## src/rtl/shift_tap_ctrl.sv

```systemverilog
// Write/read sequencer for the line-buffer bank: line addressing, rotating RAM pointer,
// valid-line mask, overflow flag, and sync/de delay pipes aligned with the tap data.
//
// state      | meaning
// WAIT_FRAME | no frame seen since reset; pixels are ignored
// BLANK      | inside a frame, between lines
// ACTIVE     | writing pixels of the current line
module shift_tap_ctrl #(
   parameter int COL    = 2,
   parameter int DSIZE  = 10,
   parameter int ASIZE  = 10,
   parameter int RD_LAT = 2
) (
   input  logic             clock,
   input  logic             rst_n,
   input  logic             in_vs,
   input  logic             in_de,
   input  logic [DSIZE-1:0] in_data,
   output logic             wr_en,
   output logic [ASIZE-1:0] wr_addr,
   output logic [DSIZE-1:0] wr_data,
   output logic             rd_en,
   output logic [ASIZE-1:0] rd_addr,
   output logic [COL-1:0]   rd_mask,
   output logic [3:0]       wr_point,
   output logic [3:0]       rd_point,
   output logic             out_vs,
   output logic             out_de,
   output logic             ovf
);

   localparam int LW = $clog2(COL + 1);
   localparam logic [ASIZE-1:0] ADDR_MAX = '1;

   typedef enum logic [1:0] {WAIT_FRAME, BLANK, ACTIVE} state_t;

   state_t          state;
   logic            vs_q;
   logic            vs_rise;
   logic [LW-1:0]   line_cnt;
   logic [LW-1:0]   line_cnt_nxt;
   logic [RD_LAT:0] vs_pipe;
   logic [RD_LAT:0] de_pipe;

   function automatic logic [COL-1:0] fill_mask(input logic [LW-1:0] n);
      fill_mask = '0;
      for (int k = 0; k < COL; k++)
         fill_mask[k] = (k < int'(n));
   endfunction

   assign vs_rise      = in_vs & ~vs_q;
   assign line_cnt_nxt = (line_cnt == LW'(COL)) ? line_cnt : line_cnt + 1'b1;

   // ram_list sees the same address/pointer on both ports; only the mask differs in meaning
   assign rd_en    = wr_en;
   assign rd_addr  = wr_addr;
   assign rd_point = wr_point;
   assign out_vs   = vs_pipe[RD_LAT];
   assign out_de   = de_pipe[RD_LAT];

   always_ff @(posedge clock or negedge rst_n) begin
      if (!rst_n) begin
         state    <= WAIT_FRAME;
         vs_q     <= 1'b0;
         vs_pipe  <= '0;
         de_pipe  <= '0;
         wr_en    <= 1'b0;
         wr_addr  <= '0;
         wr_data  <= '0;
         wr_point <= '0;
         line_cnt <= '0;
         rd_mask  <= '0;
         ovf      <= 1'b0;
      end else begin
         vs_q    <= in_vs;
         vs_pipe <= {vs_pipe[RD_LAT-1:0], in_vs};
         de_pipe <= {de_pipe[RD_LAT-1:0], in_de};

         if (vs_rise) begin
            // a line cut off by frame start is dropped without advancing the pointer
            state    <= BLANK;
            wr_en    <= 1'b0;
            wr_addr  <= '0;
            wr_point <= '0;
            line_cnt <= '0;
            rd_mask  <= '0;
            ovf      <= 1'b0;
         end else begin
            case (state)
               WAIT_FRAME: begin
                  wr_en <= 1'b0;
               end
               BLANK: begin
                  if (in_de) begin
                     wr_en   <= 1'b1;
                     wr_addr <= '0;
                     wr_data <= in_data;
                     state   <= ACTIVE;
                  end else begin
                     wr_en <= 1'b0;
                  end
               end
               ACTIVE: begin
                  if (in_de) begin
                     if (wr_addr == ADDR_MAX) begin
                        wr_en <= 1'b0;
                        ovf   <= 1'b1;
                     end else begin
                        wr_en   <= 1'b1;
                        wr_addr <= wr_addr + 1'b1;
                        wr_data <= in_data;
                     end
                  end else begin
                     wr_en    <= 1'b0;
                     state    <= BLANK;
                     wr_point <= (wr_point == 4'(COL - 1)) ? 4'd0 : wr_point + 4'd1;
                     line_cnt <= line_cnt_nxt;
                     rd_mask  <= fill_mask(line_cnt_nxt);
                  end
               end
               default: begin
                  wr_en <= 1'b0;
                  state <= WAIT_FRAME;
               end
            endcase
         end
      end
   end

endmodule

```

## config.mk

```make
export PLATFORM = sky130hd
export DESIGN_NAME = shift_tap_ctrl
export DESIGN_NICKNAME = d
export VERILOG_FILES = /design/src/rtl/shift_tap_ctrl.sv
export SDC_FILE = /design/constraint.sdc
export NUM_CORES = 1
export LEC_CHECK = 0
export BUFFER_PORTS_ARGS = -buffer_cell sky130_fd_sc_hd__buf_2
export CAP_MARGIN = 20
export CORE_MARGIN = 4
export CORE_UTILIZATION = 25
export CTS_CLUSTER_DIAMETER = 100
export DETAILED_ROUTE_END_ITERATION = 8
export GPL_ROUTABILITY_DRIVEN = 1
export SYNTH_ARGS = -nofsm -noshare
export SYNTH_HDL_FRONTEND = slang
export SYNTH_SLANG_ARGS = --single-unit
```

## constraint.sdc

```tcl
create_clock -name clock -period 1.81 [get_ports clock]
set_clock_uncertainty 0.05 [all_clocks]
set_input_delay 0.0905 -clock clock [delete_from_list [all_inputs] [get_ports clock]]
set_output_delay 0.0905 -clock clock [all_outputs]
set_load 0.005 [all_outputs]
```

# Word-level counts from Yosys, hierarchy flattened
# Cells that the tools add are included.
[word_totals] word_cells=77 regBits=39 in_bits=14 out_inout_bits=45
[op_classes] order_cmp=2 n_eq_ne=14 reduce_logical=11 bitwise_logic=3 muxes=33 add_sub_neg=3
[ops] operator="10-bit two-way mux" n=7
[ops] operator="10-bit one-hot mux with 2 select lines" n=2
[ops] operator="2-bit two-way mux" n=10
[ops] operator="4-bit two-way mux" n=4
[ops] operator="3-bit inequality test (second input constant)" n=4
[ops] operator="10-bit by 1-bit adder with 10-bit output (second input constant)" n=1
[ops] operator="10-bit == test (second input constant)" n=1
[ops] operator="1-bit two-way mux" n=8
[ops] operator="2-bit inequality test (second input constant)" n=4
[ops] operator="2-bit nonzero test" n=4
[ops] operator="2-bit one-hot mux with 3 select lines" n=1
[ops] operator="3-bit AND reduction" n=2
[ops] operator="5-bit AND reduction" n=1
[ops] operator="4-bit by 1-bit adder with 4-bit output (second input constant)" n=1
[ops] operator="2-bit == test (second input constant)" n=2
[ops] operator="4-bit by 1-bit == test with 1-bit output (second input constant)" n=1
[ops] operator="1-bit by 2-bit less-than comparator with 1-bit output (first input constant)" n=2
[ops] operator="4-bit AND reduction" n=1
[ops] operator="3-bit nonzero test" n=1
[ops] operator="2-bit by 1-bit adder with 2-bit output (second input constant)" n=1
[ops] operator="2-bit by 1-bit == test with 1-bit output (second input constant)" n=1
[ops] operator="2-bit logical NOT" n=1
[ops] operator="2-bit by 1-bit inequality test with 1-bit output (second input constant)" n=1
[ops] operator="1-bit NOT" n=2
[ops] operator="other kinds (3)" n=3

# Longest topological paths before layout
[depth] word_depth=6 mapped_depth=8

# Least setup slack after synthesis
# Ideal clock, no wire load.
[synth_timing] path_type="register to register" start="register wr_addr[0] (netlist: rd_addr[0])" end="register wr_data[0]" synth_period_minus_slack_ns=1.839 t_arrival_ns=1.665 path_buffers=0 setup_slack_ns=-0.029 stages_incl_launch_ff=6 path_cell_list="dfrtp_1 ha_1 nand3_2 nor2_2 a311oi_4 mux2_2"
[synth_via] elab_chain_cells=3
[synth_lines] item="start, declared" line_no="20" rtl="output logic [ASIZE-1:0] wr_addr,"
[synth_lines] item="start signal, assigned" line_no="110" rtl="wr_addr <= wr_addr + 1'b1;"
[synth_lines] item="10-bit == test" line_no="105" rtl="if (wr_addr == ADDR_MAX) begin"
[synth_lines] item="2-bit inequality test (no line)"
[synth_lines] item="5-bit AND reduction (no line)"
[synth_lines] item="end signal, assigned" line_no="97" rtl="wr_data <= in_data;"
[synth_lines] item="end signal, assigned" line_no="111" rtl="wr_data <= in_data;"
[synth_lines] item="end, declared" line_no="21" rtl="output logic [DSIZE-1:0] wr_data,"
# No other way between the ends.
# A chain may end at the register's enable or synchronous reset.

# Final worst setup path
[layout_timing] start="register state[0]" end="register wr_data[7]"
[layout_via] elab_chain_cells=3
[layout_lines] item="start, declared" line_no="37" rtl="state_t state;"
[layout_lines] item="start signal, assigned" line_no="63" rtl="state <= WAIT_FRAME;"
[layout_lines] item="start signal, assigned" line_no="81" rtl="state <= BLANK;"
[layout_lines] item="start signal, assigned" line_no="98" rtl="state <= ACTIVE;"
[layout_lines] item="2-bit == test / 2-bit by 1-bit == test with 1-bit output (equally long branches)" line_no="89" rtl="case (state)"
[layout_lines] item="2-bit inequality test (no line) / 2-bit nonzero test (equally long branches)"
[layout_lines] item="5-bit AND reduction (no line)"
# Parallel ways exist; a longest one is shown, timed or not.

==> results_dict.tcl <==
set metrics [dict create \
    worstHoldStart "de_pipe[0]$_DFF_PN0_" \
    fin_ws_ns -0.0461 \
    power_frac_clock_pct 21.1 \
    dpl.cell_count 331 \
    ys_warn_count 0 \
    num_vias 1555 \
    areaGrowthSynthToFinish_pct 45.1 \
    ant_nets 0 \
    rr_startpoint "state[0]$_DFFE_PN0P_" \
    drive_above_1_share_pct 48.3 \
    max_slew.worst_pin.slew_ns 0.835 \
    synth_async_sr_flop_share_pct 100 \
    grt_pass1_vias 1490 \
    top_usage_layer "met2" \
    drc_errors 0 \
    yosysTopAreaCell "dfrtp_1" \
    clock_sinks 37 \
    seq_area_frac_synth_pct 48.4 \
    fp.coreArea_sq_mm 0.00733 \
    syn-num-nets 197 \
    max_freq_ghz 0.539 \
    rows 31 \
    powerDensity_mw_per_mm2 1280 \
    drt-pass1-iter-count 4 \
    syn_area_sq_mm 0.00191 \
    startpoint_type "register" \
    antenna_found_initial 0 \
    wirelength_um 4610 \
    p_sw_share_pct 30.5 \
    relSlewSlack_pct 44.3 \
    final_util_pct 37.9 \
    yosys-top-cells-area "dfrtp_1 48%, mux2_2 6.5%, buf_4 6.3%, ha_1 5.2%, a311oi_4 2.7%" \
    rsz0062_at_grt "true" \
    first_iter_violations 55 \
    synth_edf_count 0 \
    wl_per_cell_um 12.9 \
    hold_viol 0 \
    p_int_uw 2460 \
    grt_max_degree 38 \
    synth_common_cells "37 x dfrtp_1, 16 x buf_4, 11 x mux2_2" \
    nNetsFinal 280 \
    ios 59 \
    dp_hpwl_um 3070 \
    grt_pass1_wl_um 7310 \
    die_h_um 95.5 \
    use_met2_pct 16.1 \
    stdcell_count 358 \
    status "complete, but fails checks" \
    synth_cell_types 38 \
    grt-ovfl-total 0 \
    setup_viol 10 \
    slew_viol_final 0 \
    cts_tree "done" \
    diodes 0 \
    io_buffers 58 \
    vdd_drop_max_uv 342 \
    comb_power_share_pct 46.4 \
    yosysTopAreaCellShare_pct 48.4 \
    cap_violations 0 \
    violations "setup timing" \
    min_period_over_period_pct 103 \
    tns_ns -0.405 \
    design.die.area_sq_mm 0.00912 \
    vias_per_cell 4.34 \
    min-delay-path-class "register to register" \
    netlist_instances 175 \
    min_period_ns 1.86 \
    critPathMaxFanout 5 \
    cp.required_ns 1.93 \
    cp-startpoint "state[0]$_DFFE_PN0P_" \
    start_util_pct 26.1 \
    ys_seq_elements 37 \
    use_met3_pct 2.92 \
    cts-root-buf "clkbuf_8" \
    arrival_ns 1.98 \
    use_met1_pct 13.7 \
    yosysMostFrequentCell "dfrtp_1" \
    dp_worst_setup_slack_ns -0.0287 \
    leakage_uw 0.00140 \
    clk_latency_ns 0.29 \
    grt.total_usage_pct 10.2 \
    path_class "register to register" \
    routabilityCongestion 0.735 \
    dieWidth_um 95.5 \
    power_frac_seq_pct 32.5 \
    endpoint_kind "register" \
    path_clk_slew_ns 0.08 \
    cts-htree-levels 2 \
    cts_buffers 5 \
    cts.path.max_buffers 2 \
    switching_power_uw 1080 \
    synth_top_flop_cell "dfrtp_1" \
    synth.avg_cell_area_sq_um 10.9 \
]
[sequential cells by signal (all words and copies together) (netlist names), 2 cells and up]
| signal | flops |
|---|---|
| state | 2 |
| rd_point | 4 |
| wr_data | 10 |
| de_pipe | 3 |
| rd_addr | 10 |
| vs_pipe | 3 |
| line_cnt | 2 |
[per-stage QoR]
stage	total power (uW)	area, sq um	hold WS (ns)
3_3_place_gp	2210	2330	0.176
6_report	3540	2780	0.299
5_1_grt	3780	2780	0.315
2_1_floorplan	1770	1910	-0.255
3_5_place_dp	2240	2330	0.174
4_1_cts	3430	2700	0.302
[critical path, stage by stage (launching register included)]
cell	delay (ns)
dfrtp_1	0.42
buf_6	0.14
ha_4	0.17
nor2_4	0.08
nor2_2	0.05
a311oi_4	0.26
buf_6	0.16
buf_12	0.12
mux2_4	0.29
[final cells by class]
type                    count  area, sq um
clock buffers               6         82.6
clock inverters             2         37.5
fillers                   728         4560
inverters                   7         26.3
multi-input cells         111          926
flip-flops and latches     37          927
well taps                  99          124
repair buffers             96          652
[kinds of logic after synthesis]
family / after synthesis / share of synthesized area (%)
buffers and inverters: 28 / 9.75
flip-flops: 37 / 48.4
multiplexers: 12 / 7.00
AND/OR/NAND/NOR: 62 / 17.7
adder cells (fa/ha/maj): 8 / 5.23
XOR/XNOR: 2 / 0.916
AO/OA/AOI/OAI: 26 / 11.1
[path summary, 6_finish.rpt]
kind / slack [ns] / depth (start not counted) / endpoint
hold reg to reg: 0.30 / 0 / de_pipe[1]$_DFF_PN0_
min in group asynchronous: 0.39 / 2 / vs_pipe[1]$_DFF_PN0_
setup reg to reg: -0.05 / 8 / wr_data[7]$_DFFE_PN0P_
hold / removal: 0.30 / 0 / de_pipe[1]$_DFF_PN0_
max in group asynchronous: 0.75 / 2 / state[1]$_DFFE_PN0P_
setup / recovery: -0.05 / 8 / wr_data[7]$_DFFE_PN0P_
[power by group through the flow]
stage               clock network, uW  logic (uW)  registers (uW)
floorplan                           0         621            1150
global placement                    0        1070            1140
detailed placement                  0        1090            1150
CTS                               773        1520            1140
global route                      821        1780            1180
finish                            747        1640            1150
[timing repair]
action,CTS,global route
pin swaps,2,9
cloned,1,1
hold buffers,13,0
setup endpoints to repair,12,19
buffers inserted,3,1
gates resized for setup,19,13
endpoints found under the hold margin,49,0
[routing by layer]
layer  part of all wire (%)  vias up
li1                       -      765
met1                     47      739
met2                     46       48
met3                    6.6        3
met4                   0.56        0
met5                      0        -
[cells in the final DEF (no fill, tap or decap), drive strengths merged, types with 2 or more instances in the layout]
master / n
nor2: 13
mux2: 11
nor3: 10
nor2b: 4
nand4: 3
a22o: 2
nor3b: 3
buf: 83
nand3: 6
dfrtp: 37
a211o: 4
a311oi: 2
nand2: 10
ha: 8
dlygate4sd3: 13
or2: 2
a21oi: 7
o21ai: 6
xor2: 2
clkbuf: 6
nand2b: 2
and3: 6
inv: 7
(Power assumes the default switching activity.)
